===== config.mk =====
export PLATFORM = sky130hd
export DESIGN_NAME = booth_mult_sequencer_flat
export DESIGN_NICKNAME = d
export VERILOG_FILES = /design/src/rtl/booth_pkg.sv /design/src/rtl/booth_mult_sequencer_if.sv /design/src/rtl/booth_mult_sequencer_iter.sv /design/src/rtl/booth_mult_sequencer.sv /design/src/flat_wrapper.sv
export SDC_FILE = /design/constraint.sdc
export NUM_CORES = 1
export LEC_CHECK = 0
export ABC_AREA = 1
export BUFFER_PORTS_ARGS = -buffer_cell sky130_fd_sc_hd__clkbuf_2
export CAP_MARGIN = 10
export CORE_AREA = 2 2 39 41
export CTS_BUF_LIST = sky130_fd_sc_hd__clkbuf_16
export DETAILED_ROUTE_END_ITERATION = 10
export DIE_AREA = 0 0 41 43
export PLACE_DENSITY_LB_ADDON = 0.25
export SYNTH_ARGS = -nofsm -noshare
export SYNTH_HDL_FRONTEND = slang
export SYNTH_HIERARCHICAL = 1
export SYNTH_SLANG_ARGS = --single-unit

===== constraint.sdc =====
create_clock -name clk -period 1.5 [get_ports clk]
set_input_delay 0.3 -clock clk [delete_from_list [all_inputs] [get_ports clk]]
set_output_delay 0.3 -clock clk [all_outputs]
set_load 0.1 [all_outputs]

===== src/rtl/booth_pkg.sv =====
// Shared types for the radix-2 Booth multiplier sequencer: datapath strobe bundle,
// FSM state encoding and the Booth recoding helper.
package booth_pkg;

    typedef struct packed {
        logic load_A;
        logic load_B;
        logic load_add;
        logic shift_HQ_LQ_Q_1;
        logic add_sub;
    } mult_control_t;

    typedef enum logic [2:0] {
        IDLE  = 3'd0,
        LOAD  = 3'd1,
        EVAL  = 3'd2,
        SHIFT = 3'd3,
        DONE  = 3'd4
    } seq_state_e;

    localparam mult_control_t MULT_CTRL_IDLE = '{
        load_A:          1'b0,
        load_B:          1'b0,
        load_add:        1'b0,
        shift_HQ_LQ_Q_1: 1'b0,
        add_sub:         1'b0
    };

    // Booth recoding of {Q_0, Q_1}; returns {load_add, add_sub}
    function automatic logic [1:0] booth_decode(input logic q_0, input logic q_1);
        logic [1:0] res;
        case ({q_0, q_1})
            2'b10:   res = 2'b11;
            2'b01:   res = 2'b10;
            default: res = 2'b00;
        endcase
        return res;
    endfunction

endpackage


===== src/rtl/booth_mult_sequencer_if.sv =====
// Handshake and datapath-control bundle between the Booth sequencer (slave view)
// and its operand source / consumer / datapath (master view).
interface booth_mult_sequencer_if;
    import booth_pkg::*;

    logic          valid;
    logic          ready;
    logic          Q_0;
    logic          Q_1;
    mult_control_t mult_control;
    logic          busy;
    logic          done_valid;
    logic          done_ready;
    logic [2:0]    state;

    modport slave (
        input  valid,
        input  Q_0,
        input  Q_1,
        input  done_ready,
        output ready,
        output mult_control,
        output busy,
        output done_valid,
        output state
    );

    modport master (
        output valid,
        output Q_0,
        output Q_1,
        output done_ready,
        input  ready,
        input  mult_control,
        input  busy,
        input  done_valid,
        input  state
    );

endinterface


===== src/rtl/booth_mult_sequencer_iter.sv =====
// Booth iteration counter: loads N, decrements once per shift, flags the last iteration.
module booth_iter_counter #(
    parameter int N     = 8,
    parameter int CNT_W = $clog2(N + 1)
) (
    input  logic clk,
    input  logic rst,
    input  logic load,
    input  logic dec,
    output logic last
);

    logic [CNT_W-1:0] cnt_r;

    // Iteration count register; the non-zero guard keeps it from wrapping
    always_ff @(posedge clk) begin
        if (rst) begin
            cnt_r <= '0;
        end else if (load) begin
            cnt_r <= CNT_W'(N);
        end else if (dec && (cnt_r != '0)) begin
            cnt_r <= cnt_r - CNT_W'(1);
        end else begin
            cnt_r <= cnt_r;
        end
    end

    assign last = (cnt_r == CNT_W'(1));

endmodule


===== src/rtl/booth_mult_sequencer.sv =====
// Cycle-level controller for a radix-2 Booth multiplier datapath: accepts a request,
// loads operands, runs N add/sub + shift iterations and holds the result until acknowledged.
module booth_mult_sequencer
    import booth_pkg::*;
#(
    parameter int N = 8
) (
    input  logic                          clk,
    input  logic                          rst,
    booth_mult_sequencer_if.slave         bus
);

    localparam int CNT_W = $clog2(N + 1);

    seq_state_e    state_r;
    seq_state_e    state_nxt_s;
    mult_control_t ctrl_s;
    logic          ready_s;
    logic          busy_s;
    logic          done_valid_s;
    logic          cnt_load_s;
    logic          cnt_dec_s;
    logic          cnt_last_s;

    assign cnt_load_s = (state_r == LOAD);
    assign cnt_dec_s  = (state_r == SHIFT);

    booth_iter_counter #(
        .N     (N),
        .CNT_W (CNT_W)
    ) u_iter_counter (
        .clk  (clk),
        .rst  (rst),
        .load (cnt_load_s),
        .dec  (cnt_dec_s),
        .last (cnt_last_s)
    );

    // FSM state register
    always_ff @(posedge clk) begin
        if (rst) begin
            state_r <= IDLE;
        end else begin
            state_r <= state_nxt_s;
        end
    end

    // Next-state logic; DONE->IDLE never accepts, so a new request needs one IDLE cycle
    always_comb begin
        state_nxt_s = state_r;
        case (state_r)
            IDLE: begin
                if (bus.valid) begin
                    state_nxt_s = LOAD;
                end else begin
                    state_nxt_s = IDLE;
                end
            end
            LOAD:  state_nxt_s = EVAL;
            EVAL:  state_nxt_s = SHIFT;
            SHIFT: begin
                if (cnt_last_s) begin
                    state_nxt_s = DONE;
                end else begin
                    state_nxt_s = EVAL;
                end
            end
            DONE: begin
                if (bus.done_ready) begin
                    state_nxt_s = IDLE;
                end else begin
                    state_nxt_s = DONE;
                end
            end
            default: state_nxt_s = IDLE;
        endcase
    end

    // Output decode; only EVAL looks at the Booth bits
    always_comb begin
        ctrl_s       = MULT_CTRL_IDLE;
        ready_s      = 1'b0;
        busy_s       = 1'b0;
        done_valid_s = 1'b0;
        case (state_r)
            IDLE: ready_s = 1'b1;
            LOAD: begin
                ctrl_s.load_A = 1'b1;
                ctrl_s.load_B = 1'b1;
                busy_s        = 1'b1;
            end
            EVAL: begin
                {ctrl_s.load_add, ctrl_s.add_sub} = booth_decode(bus.Q_0, bus.Q_1);
                busy_s = 1'b1;
            end
            SHIFT: begin
                ctrl_s.shift_HQ_LQ_Q_1 = 1'b1;
                busy_s                 = 1'b1;
            end
            DONE:    done_valid_s = 1'b1;
            default: ctrl_s       = MULT_CTRL_IDLE;
        endcase
    end

    assign bus.mult_control = ctrl_s;
    assign bus.ready        = ready_s;
    assign bus.busy         = busy_s;
    assign bus.done_valid   = done_valid_s;
    assign bus.state        = state_r;

endmodule


===== src/flat_wrapper.sv =====
// flat-port wrapper written by rule: the top's interface ports become plain ports
module booth_mult_sequencer_flat import booth_pkg::*;
#(
    parameter int N = 8
)
  (clk, rst, bus_valid, bus_Q_0, bus_Q_1, bus_done_ready, bus_ready, bus_mult_control, bus_busy, bus_done_valid, bus_state);
  booth_mult_sequencer_if bus_i ();
  input  logic clk;
  input  logic rst;
  input wire logic [$bits(bus_i.valid)-1:0] bus_valid;
  input wire logic [$bits(bus_i.Q_0)-1:0] bus_Q_0;
  input wire logic [$bits(bus_i.Q_1)-1:0] bus_Q_1;
  input wire logic [$bits(bus_i.done_ready)-1:0] bus_done_ready;
  output wire logic [$bits(bus_i.ready)-1:0] bus_ready;
  output wire logic [$bits(bus_i.mult_control)-1:0] bus_mult_control;
  output wire logic [$bits(bus_i.busy)-1:0] bus_busy;
  output wire logic [$bits(bus_i.done_valid)-1:0] bus_done_valid;
  output wire logic [$bits(bus_i.state)-1:0] bus_state;
  assign bus_i.valid = bus_valid;
  assign bus_i.Q_0 = bus_Q_0;
  assign bus_i.Q_1 = bus_Q_1;
  assign bus_i.done_ready = bus_done_ready;
  assign bus_ready = bus_i.ready;
  assign bus_mult_control = bus_i.mult_control;
  assign bus_busy = bus_i.busy;
  assign bus_done_valid = bus_i.done_valid;
  assign bus_state = bus_i.state;
  booth_mult_sequencer #(.N(N)) u_core (.clk(clk), .rst(rst), .bus(bus_i));
endmodule

Word-level counts from Yosys, hierarchy flattened
Index checks and enable logic that the tools add are counted.

storage, ports and cells
  bits in registers = 7
  latch bits = 0
  bits in writable memories = 0
  ROM bits = 0
  input bits = 6
  output and inout bits = 11
  word-level logic and storage cells = 31
  memories = 0

cells by class
  add/subtract/negate cells = 1
  multipliers = 0
  divide/modulo/power cells = 0
  magnitude comparators = 0
  equality and inequality tests = 7
  shift operators = 0
  multiplexer cells = 14
  bitwise logic cells = 0
  reductions and logical operators = 6

operators by type and width
  operator               number
  $pmux W3 S5            1
  $mux W4                2
  $mux W1                7
  $eq A3 B2 Y1 const B   2
  $mux W3                2
  $eq A4 B1 Y1 const B   1
  $pmux W2 S2            1
  $reduce_bool A4 Y1     1
  $sub A4 B1 Y4 const B  1
  $eq A3 B1 Y1 const B   1
  $eq A3 B3 Y1 const B   1
  $logic_not A3 Y1       1
  $reduce_or A3 Y1       1
  $eq A2 B1 Y1 const B   1
  $eq A2 B2 Y1 const B   1
  $mux W2                1
  $reduce_bool A2 Y1     1
  $reduce_or A2 Y1       1
  $logic_and A1 B1 Y1    1

Logic depth before layout (Yosys ltp)
  depth in word-level cells = 4
  gate-level depth with buffers = 8

Cells and area by module
Netlist, hierarchy kept.

by module, submodules not included
  module                instances  cells an instance  area each (um2)  seq. area each (um2)
  booth_iter_counter    1          35                 250.2            80.1
  booth_mult_sequencer  1          32                 202.7            60.1

Least setup slack after synthesis
OpenSTA, ideal clock, no wires.

  path type = flip-flop to output port
  from = reg u_core.state_r[1] (netlist: u_core/bus.state[1])
  to = out bus_mult_control[0]
  arrival time = 2485 ps
  data required time = 1200 ps
  path slack = -1285 ps
  stages on the path, launching flop included = 3
  path buffers = 0
  path through = dfxtp_1 -> nand2_1 -> nor2_1

between the ends
  cells in the longest elaborated chain, start to end = 2

RTL lines
  what                    line                        RTL
  from (decl)             booth_mult_sequencer.sv:15  seq_state_e state_r;
  from (signal assigned)  booth_mult_sequencer.sv:44  state_r <= state_nxt_s;
  $eq A3 B2 Y1            booth_mult_sequencer.sv:85  case (state_r)
  $mux W1                 booth_mult_sequencer.sv:85
  to (decl)               flat_wrapper.sv:15          output wire logic [$bits(bus_i.mult_control)-1:0] bus_mult_control;

No other way between the ends.

Worst setup path after layout
  from = reg u_core.state_r[1] (netlist: u_core/bus.state[1])
  to = out bus_mult_control[1]

The elaborated chain is that of the path after synthesis.

==> results.md <==
* Worst Tran Pin Value at 0.286 ns
* CTS tree: built
* Post-DP HPWL at 774 um
* Routed len/inst at 9.69 um
* Ys Warns at 6
* # nets final at 96
* Reg clk slew, reported paths at about 0.040 ns
* Area contributors post-synth: dfxtp_1 31%, inv_1 11%, nor2_1 9.1%
* Root buf cell: clkbuf_16
* Initial core utilization at between 30% and 40%
* RSZ-0062 raised after global routing: true
* Worst path cell trace: nand2_1 > nor2_2 > buf_4 > buf_12
* Gate Count Post-Synth at 67
* Asr flop ratio synth at 0%
* Std-Cell Rows at 14
* CP top delay family: flip-flops
* Hold EP: u_core/bus.state[0]
* Final min period at 1.46 ns
* Status: complete, no violations
* Final WS setup at ~0.044 ns
* Area post-placement at approximately 750 um2
* CP max stage cell: dfxtp_4
* Hold Buf Count CTS at 0
* Hold Crit Class: primary input to flip-flop
* Share of the synthesized area in the top cell type at 30.9%
* CORE AREA at 1380 um2
* Leak pwr at 0.368 nW
* Largest net degree at the start of global routing at 9
* Synth Cell Area at 453 um2
* CP startpoint: u_core/bus.state[1]
* Post-route ant nets at 0
* Syn_nets at 76
* Top achievable clock speed at 0.687 GHz
* Vias after detailed routing at 462
* Drt total wl at 988 um
* Max Slew Vio Count at 0
* First-pass GRT wire length at about 1700 um
* Max-cap violation count at 0
* Clock sinks at 7
* Main synth FF type: dfxtp_1
* Gr usage total at 15.4%
* Pre-CTS setup slack at 0.168 ns
* Crit Path Category: flip-flop to output port
* Die Ht at 43 um
* Total grt overflow at 0
* R2R Path End: u_core/u_iter_counter/cnt_r[3]
* Initial antenna violation count at 0
* Drc violations at 0
* R2R Path Start: u_core/u_iter_counter/cnt_r[0]
* Tcrit/Tclk final at 97.1%
* Max clock buf depth at 2
* Final-layout fill cell count at about 120
* Reg2Reg Depth at 7
* Crit path largest cell delay at approximately 0.4 ns
* Worst Hold Depth at 2
* RD Place Congestion at 0.781
* Setup crit start kind: flip-flop
* H-tree depth at 1
* Port Buffers at 16
* Sequential fraction of the synthesis area at 30.9%
* Worst hold margin at 0.285 ns
* Share of cells above drive strength 1 at a little under half
* Yosys reg bits at 7
* Flop-to-flop setup slack at 0.26 ns
* Setup Fix Bufs, Post-CTS at 0
* Die Area at 1760 um2
* Req. time, crit path at 1.20 ns
* Ports at 17
* Crit-path max FO at 8
* Final Cell Area at 833 um2
* Syn-to-layout area delta at 84.0%
* Post-cts resize count at 2
* Final Setup Violations at 0
* Worst path arrival time at ~1.2 ns
* Placed Cells at 98
* Num CTS Buffers at 3
* Library cells used by synthesis at 16
* Initial DRT Pass Iterations at 4
* Post-synth EDFFs at 0
* Synth area leader: dfxtp_1
* Vias per std cell at 4.53
* Post-Route Skew at 0.00218 ns
* Buf+Inv Stages, Crit Path at 2
* Pwr dens at 1150 nW/um2
* Worst slew margin at 80.9%
* Number of global-route vias before repair at 433
* DRC marker count from the first detailed-route iteration at 6
* Total power at 0.956 mW
* Antenna diodes at 0
* Worst vdd ir at roughly 0.86 mV
* Die Wd at 41 um
* Final Hold Fails at 0
* Cell Count, Final, Fillers Out at around 100
* Worst Setup End Kind: output port
* Mean post-synth cell area at 6.76 um2
* Hold Path Origin: rst
* Clk_lat worst skew at around 0.23 ns
cells in the final DEF, fill, tap and decap left out, types with 3 or more instances in the layout:
cell       instances
inv_1             13
clkbuf_16          3
buf_12             9
nor2_4             7
ha_1               3
nand2_1            6
a21oi_1            4
buf_4              4
dfxtp_4            3
nand3_1            7
clkbuf_2           5
dfxtp_1            4
nor2_1             5
nand2_2            3
worst max path at each step:
stage / slack, ns / cells past startpoint / to
after floorplan: -0.03 / 3 / bus_mult_control[0]
after global placement: 0.19 / 5 / bus_mult_control[2]
after detailed placement: 0.17 / 5 / bus_mult_control[2]
after CTS: 0.03 / 4 / bus_mult_control[0]
after global routing: -0.01 / 4 / bus_mult_control[1]
final: 0.04 / 4 / bus_mult_control[1]
power by group:
group	internal (mW)	total [mW]	switching, mW	leakage, nW
Sequential	0.193	0.209	0.0160	0.0591
Combinational	0.0961	0.299	0.203	0.266
Clock	0.347	0.447	0.101	0.0423
Total	0.636	0.956	0.320	0.368
metal layers:
metal	routed length [um]	vias up	global-route usage [%]
met2	471	19	21.6
li1	-	249	-
met4	50	0	15.3
met3	43	7	3.66
met1	422	187	17.4
met5	0	-	0
synthesized netlist by cell type, types with 2 or more instances:
master	n
inv_1	13
nor2_1	11
dfxtp_1	7
nand2_1	7
nand3_1	7
a21oi_1	4
buf_4	3
ha_1	3
nor2_2	3
nand2_2	2
o21ai_0	2
layout make-up:
type / instances / area [um2] / area share, %
flip-flops and latches: 7 / 151 / 18.2
repair buffers: 18 / 235 / 28.2
clock inverters: 1 / 3.75 / 0.450
inverters: 13 / 48.8 / 5.86
multi-input cells: 44 / 299 / 35.9
well taps: 16 / 20.0 / 2.40
clock buffers: 3 / 75.1 / 9.01
per-stage QoR:
stage | util, % | TNS (ns)
after floorplan | - | -0.0561
after global placement | 54.0 | 0
after detailed placement | 54.0 | 0
after CTS | 60.2 | 0
after global routing | 60.2 | -0.0172
final | 60.2 | 0
logic make-up (layout without fill, tap and decap cells):
| family | count (synthesis) | after routing | share of synthesized area (%) |
|---|---|---|---|
| adders and majority gates | 3 | 3 | 8.29 |
| buffers and inverters | 16 | 35 | 15.7 |
| and+or+nand+nor | 33 | 33 | 33.7 |
| DFF | 7 | 7 | 30.9 |
| AOI/OAI and AO/OA | 8 | 8 | 11.3 |
sequential cells by signal, summed over array words and instances (netlist names):
signal and cells:
u_core/bus.state 3, u_core/u_iter_counter/cnt_r 4
(Power assumes the default switching activity.)
